$ cat config.mk
export PLATFORM = sky130hd
export DESIGN_NAME = adler32_stream_flat
export DESIGN_NICKNAME = d
export VERILOG_FILES = /design/src/rtl/adler32_stream_if.sv /design/src/rtl/adler32_stream.sv /design/src/flat_wrapper.sv
export SDC_FILE = /design/constraint.sdc
export NUM_CORES = 1
export LEC_CHECK = 0
export BUFFER_PORTS_ARGS = -buffer_cell sky130_fd_sc_hd__clkbuf_2
export CORE_AREA = 5 5 158 122
export CTS_BUF_LIST = sky130_fd_sc_hd__clkbuf_4
export CTS_CLUSTER_DIAMETER = 50
export DETAILED_ROUTE_END_ITERATION = 10
export DIE_AREA = 0 0 163 127
export HOLD_SLACK_MARGIN = 0.02
export PLACE_DENSITY = 0.68
export RECOVER_POWER = 50
export SYNTH_ARGS = -nofsm -noshare
export SYNTH_HDL_FRONTEND = slang
export SYNTH_SLANG_ARGS = --single-unit
$ cat constraint.sdc
create_clock -name clk -period 9.68 [get_ports clk]
set_clock_uncertainty 0.2 [all_clocks]
set_input_delay 1.936 -clock clk [delete_from_list [all_inputs] [get_ports clk]]
set_output_delay 1.936 -clock clk [all_outputs]
set_load 0.1 [all_outputs]
$ cat src/rtl/adler32_stream_if.sv
// Handshake bundle for the streaming Adler-32 engine: a framed byte-beat input
// channel and a single-slot checksum result channel.
interface adler32_stream_if #(
  parameter int BYTES_PER_BEAT = 1
);
  logic                          in_valid;
  logic                          in_ready;
  logic [8*BYTES_PER_BEAT-1:0]   in_data;
  logic [BYTES_PER_BEAT-1:0]     in_keep;
  logic                          in_last;
  logic                          out_valid;
  logic                          out_ready;
  logic [31:0]                   out_checksum;
  logic [31:0]                   out_len;

  modport master (
    output in_valid, in_data, in_keep, in_last, out_ready,
    input  in_ready, out_valid, out_checksum, out_len
  );

  modport slave (
    input  in_valid, in_data, in_keep, in_last, out_ready,
    output in_ready, out_valid, out_checksum, out_len
  );
endinterface

$ cat src/rtl/adler32_stream.sv
// Streaming Adler-32 engine: folds up to BYTES_PER_BEAT bytes per accepted beat
// into running A/B sums and emits {B,A} plus the byte count once per frame.
module adler32_stream #(
  parameter int BYTES_PER_BEAT = 1,
  parameter int MOD            = 65521
) (
  input logic              clk,
  input logic              rst_n,
  adler32_stream_if.slave  bus
);

  typedef enum logic {IDLE, BUSY} state_t;

  localparam logic [16:0] MOD17 = 17'(MOD);

  state_t      state_q;
  logic [15:0] sumA_q, sumB_q;
  logic [31:0] len_q;
  logic        outValid_q;
  logic [31:0] outChecksum_q, outLen_q;

  logic [15:0] sumA_d, sumB_d;
  logic [31:0] len_d;
  logic [16:0] stepA, stepB;
  logic        inFire, outFire;

  // A beat can enter whenever the single result slot is empty or being drained.
  assign bus.in_ready     = rst_n & (~outValid_q | bus.out_ready);
  assign inFire           = bus.in_valid & bus.in_ready;
  assign outFire          = outValid_q & bus.out_ready;
  assign bus.out_valid    = outValid_q;
  assign bus.out_checksum = outChecksum_q;
  assign bus.out_len      = outLen_q;

  always_comb begin
    sumA_d = sumA_q;
    sumB_d = sumB_q;
    len_d  = len_q;
    stepA  = '0;
    stepB  = '0;
    // One 17-bit add and a single conditional subtract per byte keeps A,B < MOD.
    for (int k = 0; k < BYTES_PER_BEAT; k++) begin
      if (bus.in_keep[k]) begin
        stepA = {1'b0, sumA_d} + {9'd0, bus.in_data[8*k +: 8]};
        if (stepA >= MOD17) stepA = stepA - MOD17;
        sumA_d = stepA[15:0];
        stepB = {1'b0, sumB_d} + {1'b0, sumA_d};
        if (stepB >= MOD17) stepB = stepB - MOD17;
        sumB_d = stepB[15:0];
        len_d  = len_d + 32'd1;
      end
    end
  end

  always_ff @(posedge clk or negedge rst_n) begin
    if (!rst_n) begin
      state_q       <= IDLE;
      sumA_q        <= 16'd1;
      sumB_q        <= 16'd0;
      len_q         <= 32'd0;
      outValid_q    <= 1'b0;
      outChecksum_q <= 32'd0;
      outLen_q      <= 32'd0;
    end else begin
      if (outFire) outValid_q <= 1'b0;
      if (inFire) begin
        if (bus.in_last) begin
          outChecksum_q <= {sumB_d, sumA_d};
          outLen_q      <= len_d;
          outValid_q    <= 1'b1;
          sumA_q        <= 16'd1;
          sumB_q        <= 16'd0;
          len_q         <= 32'd0;
        end else begin
          sumA_q <= sumA_d;
          sumB_q <= sumB_d;
          len_q  <= len_d;
        end
        // Frame-in-progress tracking only; it never gates the datapath.
        case (state_q)
          IDLE:    if (!bus.in_last) state_q <= BUSY;
          BUSY:    if (bus.in_last)  state_q <= IDLE;
          default: state_q <= IDLE;
        endcase
      end
    end
  end

  function automatic logic keepContiguous(input logic [BYTES_PER_BEAT-1:0] keep);
    logic [BYTES_PER_BEAT-1:0] plusOne;
    plusOne = keep + BYTES_PER_BEAT'(1);
    return (keep & plusOne) == '0;
  endfunction

  keepOk: assert property (@(posedge clk) disable iff (!rst_n)
                           inFire |-> keepContiguous(bus.in_keep))
    else $error("adler32_stream: non-contiguous in_keep");

endmodule

$ cat src/flat_wrapper.sv
// flat-port wrapper written by rule: the top's interface ports become plain ports
module adler32_stream_flat 
#(
  parameter int BYTES_PER_BEAT = 1,
  parameter int MOD            = 65521
)
  (clk, rst_n, bus_in_valid, bus_in_data, bus_in_keep, bus_in_last, bus_out_ready, bus_in_ready, bus_out_valid, bus_out_checksum, bus_out_len);
  adler32_stream_if #(.BYTES_PER_BEAT(BYTES_PER_BEAT)) bus_i ();
  input logic clk;
  input logic rst_n;
  input wire logic [$bits(bus_i.in_valid)-1:0] bus_in_valid;
  input wire logic [$bits(bus_i.in_data)-1:0] bus_in_data;
  input wire logic [$bits(bus_i.in_keep)-1:0] bus_in_keep;
  input wire logic [$bits(bus_i.in_last)-1:0] bus_in_last;
  input wire logic [$bits(bus_i.out_ready)-1:0] bus_out_ready;
  output wire logic [$bits(bus_i.in_ready)-1:0] bus_in_ready;
  output wire logic [$bits(bus_i.out_valid)-1:0] bus_out_valid;
  output wire logic [$bits(bus_i.out_checksum)-1:0] bus_out_checksum;
  output wire logic [$bits(bus_i.out_len)-1:0] bus_out_len;
  assign bus_i.in_valid = bus_in_valid;
  assign bus_i.in_data = bus_in_data;
  assign bus_i.in_keep = bus_in_keep;
  assign bus_i.in_last = bus_in_last;
  assign bus_i.out_ready = bus_out_ready;
  assign bus_in_ready = bus_i.in_ready;
  assign bus_out_valid = bus_i.out_valid;
  assign bus_out_checksum = bus_i.out_checksum;
  assign bus_out_len = bus_i.out_len;
  adler32_stream #(.BYTES_PER_BEAT(BYTES_PER_BEAT), .MOD(MOD)) u_core (.clk(clk), .rst_n(rst_n), .bus(bus_i));
endmodule
==> flow_summary_export.csv <==
group,metric,value,unit
min_path,hold_path.class,"flop to flop",
routing,remaining_drc_errors,0,
clock_tree,cts_repair_resize_count,0,
routing,routed-via-count,7877,
synthesis,number_of_flops_mapped_to_enable_cells_by_yosys,0,
synthesis,main_combinational_cell_family_by_area_after_synthesis,"compound AO/OA/AOI/OAI gates",
critical_path,critical_path_required,9.94,ns
die,overall_die_area,20700,µm²
clock_tree,tritoncts,"yes",
synthesis,netlist_instances,1018,
placement,placement_stage_cell_area,9090,µm²
die,rows,42,
die,io-pin-count,80,
synthesis,synthDistinctLibCells,85,
placement,hpwl_after_detailed_placement,17200,µm
outcome,status,"complete, but fails checks",
synthesis,post-synth-top-area-fraction,0.374,
critical_path,timing_worst_setup_path_type,"input port to flop",
timing,hold_viol_final,0,
synthesis,synth_area,8560,µm²
power_and_ir_drop,power.leakage,4.04,nW
synthesis,post_synth_fa_ha_maj_area_fraction,0.0500,
routing,route.antenna.remaining_nets,0,
clock_tree,max-clock-path-buffers,2,
clock_tree,path_clk_slew,0.12,ns
synthesis,synth_xor_area_frac,0.0614,
synthesis,synth_warnings,0,
synthesis,synth_area_leaders,"dfrtp_1, nand2_1, o21ai_0, ha_1, xnor2_1",
grt,grt_pass1_wl,39800,µm
critical_path,critical_path.endpoint_type,"flop",
synthesis,synth_seq_cells,129,
timing,final.min_clock_period,8.19,ns
finish,final_layout_size_suffix_gt1_frac,0.108,
critical_path,crit_start_category,"input port",
timing,fin_setup_tns,0,ns
die,core,17400,µm²
clock_tree,cts_hold_buffers,0,
clock_tree,clk_latency,0.58,ns
synthesis,syn-mean-instance-area,8.41,µm²
routing,viasPerCell,5.97,
grt,first_global_vias,7352,
finish,fin_area,9360,µm²
synthesis,post-synth-top-area-cell,"dfrtp_1",
synthesis,ys_dominant_reg_cell,"dfrtp_1",
timing,timing.max_slew.rel_slack,-1.42,
routing,routedWlPerCell,18.5,µm
critical_path,worstPathArrival,8.44,ns
routing,drt_first_pass_iters,6,
critical_path,worstPathMaxFanout,13,
clock_tree,clockRootBuffer,"clkbuf_4",
clock_tree,h-tree-depth,4,
synthesis,syn_nets,1065,
grt,grt_max_degree,67,
synthesis,simple_gate_share_of_the_synthesized_area,0.224,
grt,all_layer_gr_usage,0.240,
job,max-cap-violations,2,
power_and_ir_drop,ir_drop,200,µV
timing,tightest_slew,3.63,ns
clock_tree,postCtsSetupBuffers,0,
placement,port_buffers,79,
die,fp.dieH,127,µm
timing,period_share,0.846,
grt,antenna_found_initial,1,
timing,fmax,122,MHz
clock_tree,cts_buffers,17,
routing,drt_iter0_drc,826,
grt,globalRoute.totalOverflow,0,
synthesis,synth.mux.area_fraction,0.0118,
outcome,failed_checks,"max-capacitance violations, max-slew violations",
placement,gp_congestion,0.928,
synthesis,synth_sequential_area_ratio,0.377,
die,fp.dieW,163,µm
timing,final-max-slew-violation-count,134,
synthesis,synthArstFlopShare,1.00,
synthesis,synth-compound-area-share,0.234,
power_and_ir_drop,total_power_per_unit_cell_area,236,nW/µm²
timing,rsz0062_at_grt,"no",
clock_tree,clock_sinks,129,
routing,final_routed_wirelength,24400,µm
finish,final_nets,1112,
finish,areaGrowthSynthToFinish,9.34,%
die,floorplan.initialDensity,0.491,
timing,finalSetupViolations,0,
==> worst paths after layout <==
check                                              end  depth (start not counted)  slack, ns              startpoint
hold reg to reg                 u_core.bus.out_len[26]                          2       0.29  u_core.bus.out_len[26]
max in group asynchronous  u_core.bus.out_checksum[26]                          2       2.18                   rst_n
min in group asynchronous            u_core.sumB_q[10]                          1       2.33                   rst_n
setup / recovery           u_core.bus.out_checksum[24]                         21       1.49          bus_in_data[0]
setup reg to reg           u_core.bus.out_checksum[24]                         20       2.54        u_core.sumA_q[0]
hold / removal                  u_core.bus.out_len[26]                          2       0.29  u_core.bus.out_len[26]
==> state kept, by name (all words and copies together), names as in the netlist <==
name / cells
u_core.sumA_q: 16
u_core.bus.out_valid: 1
u_core.len_q: 32
u_core.bus.out_len: 32
u_core.sumB_q: 16
u_core.bus.out_checksum: 32
==> routing by layer <==
layer	up-vias	GRT usage	share of wire
met5	-	0	0
met2	288	0.341	0.42
met3	24	0.0441	0.081
li1	3774	-	-
met4	0	0.0597	0.014
met1	3791	0.375	0.48
==> power by group <==
part	leakage (nW)	switching [W]	internal, W
combinational	2.14	0.000819	0.000286
sequential	1.73	0.0000667	0.000607
clock	0.168	0.000225	0.000207
total	4.04	0.00111	0.00110
==> Yosys cell counts (all sizes together) (6+ instances only) <==
cell / count
nor2: 67
nand4: 18
and3: 29
a31oi: 19
a22o: 9
and4: 8
nand2b: 7
a211oi: 8
nor3b: 6
o22ai: 10
ha: 31
nor3: 16
and2: 16
a211o: 6
clkbuf: 48
nand3: 33
o311ai: 6
dfrtp: 128
buf: 12
xnor2: 41
nor4: 8
xor2: 19
inv: 26
nand2: 156
a21oi: 53
mux2i: 9
a21o: 15
o31ai: 11
o21ai: 124
==> through the flow <==
stage | setup slack, ns | hold WS, ns | cells | util | power (W)
final | 1.49 | 0.290 | 1320 | 0.536 | 0.00221
after global routing | 0.568 | 0.317 | 1320 | 0.536 | 0.00234
after CTS | 1.58 | 0.300 | 1319 | 0.539 | 0.00221
after detailed placement | 1.00 | 0.271 | 1288 | 0.521 | 0.00178
after global placement | 1.13 | 0.263 | 1288 | 0.521 | 0.00177
after floorplan | 2.06 | 0.270 | 1018 | - | 0.00153
==> area by class of cell <==
| type | instances | area (µm²) |
|---|---|---|
| Fill cell | 1700 | 8090 |
| Sequential cell | 129 | 3230 |
| Clock inverter | 13 | 186 |
| Multi-Input combinational cell | 802 | 4980 |
| Tap cell | 242 | 303 |
| Inverter | 27 | 101 |
| Timing Repair Buffer | 88 | 420 |
| Antenna cell | 1 | 2.50 |
| Clock buffer | 18 | 135 |
==> layout by cell type (no fill, tap or decap), drive strengths merged, types with 6 or more instances in the layout <==
cell      n
o31ai    11
nor4      8
o21ai   124
ha       31
and4      8
and3     29
mux2i     9
a21oi    53
nor3     16
nor3b     6
nand2   156
a31oi    19
dfrtp   128
xor2     19
clkinv    6
a22o      9
xnor2    41
a21o     15
clkbuf   99
buf       7
inv      28
and2     16
nand3    33
o311ai    6
a211o     6
o22ai    10
a211oi    8
nor2     67
nand4    18
nand2b    7
==> critical path, cell delays in order <==
cell and delay (ns):
clkbuf_2 0.09, ha_1 0.22, fa_1 0.41, a21o_1 0.22, a31o_2 0.28, a21o_1 0.32
a2111oi_1 0.47, o311ai_2 0.23, o31ai_4 0.65, mux2i_1 0.50, inv_1 0.09, ha_1 0.30
a211oi_1 0.37, or2_2 0.21, nand2_2 0.09, a2111oi_1 0.58, o2111ai_1 0.30, o41a_1 0.57
o31a_1 0.34, nor3_1 0.18, o21ai_1 0.09
==> kinds of logic after synthesis <==
| logic type | count (synthesis) |
|---|---|
| fa+ha+maj | 33 |
| xor+xnor | 60 |
| flops | 129 |
| simple gates | 390 |
| compound gates | 309 |
| buf+inv | 87 |
| mux | 10 |
Note: power is estimated with default switching activity, not from simulation.
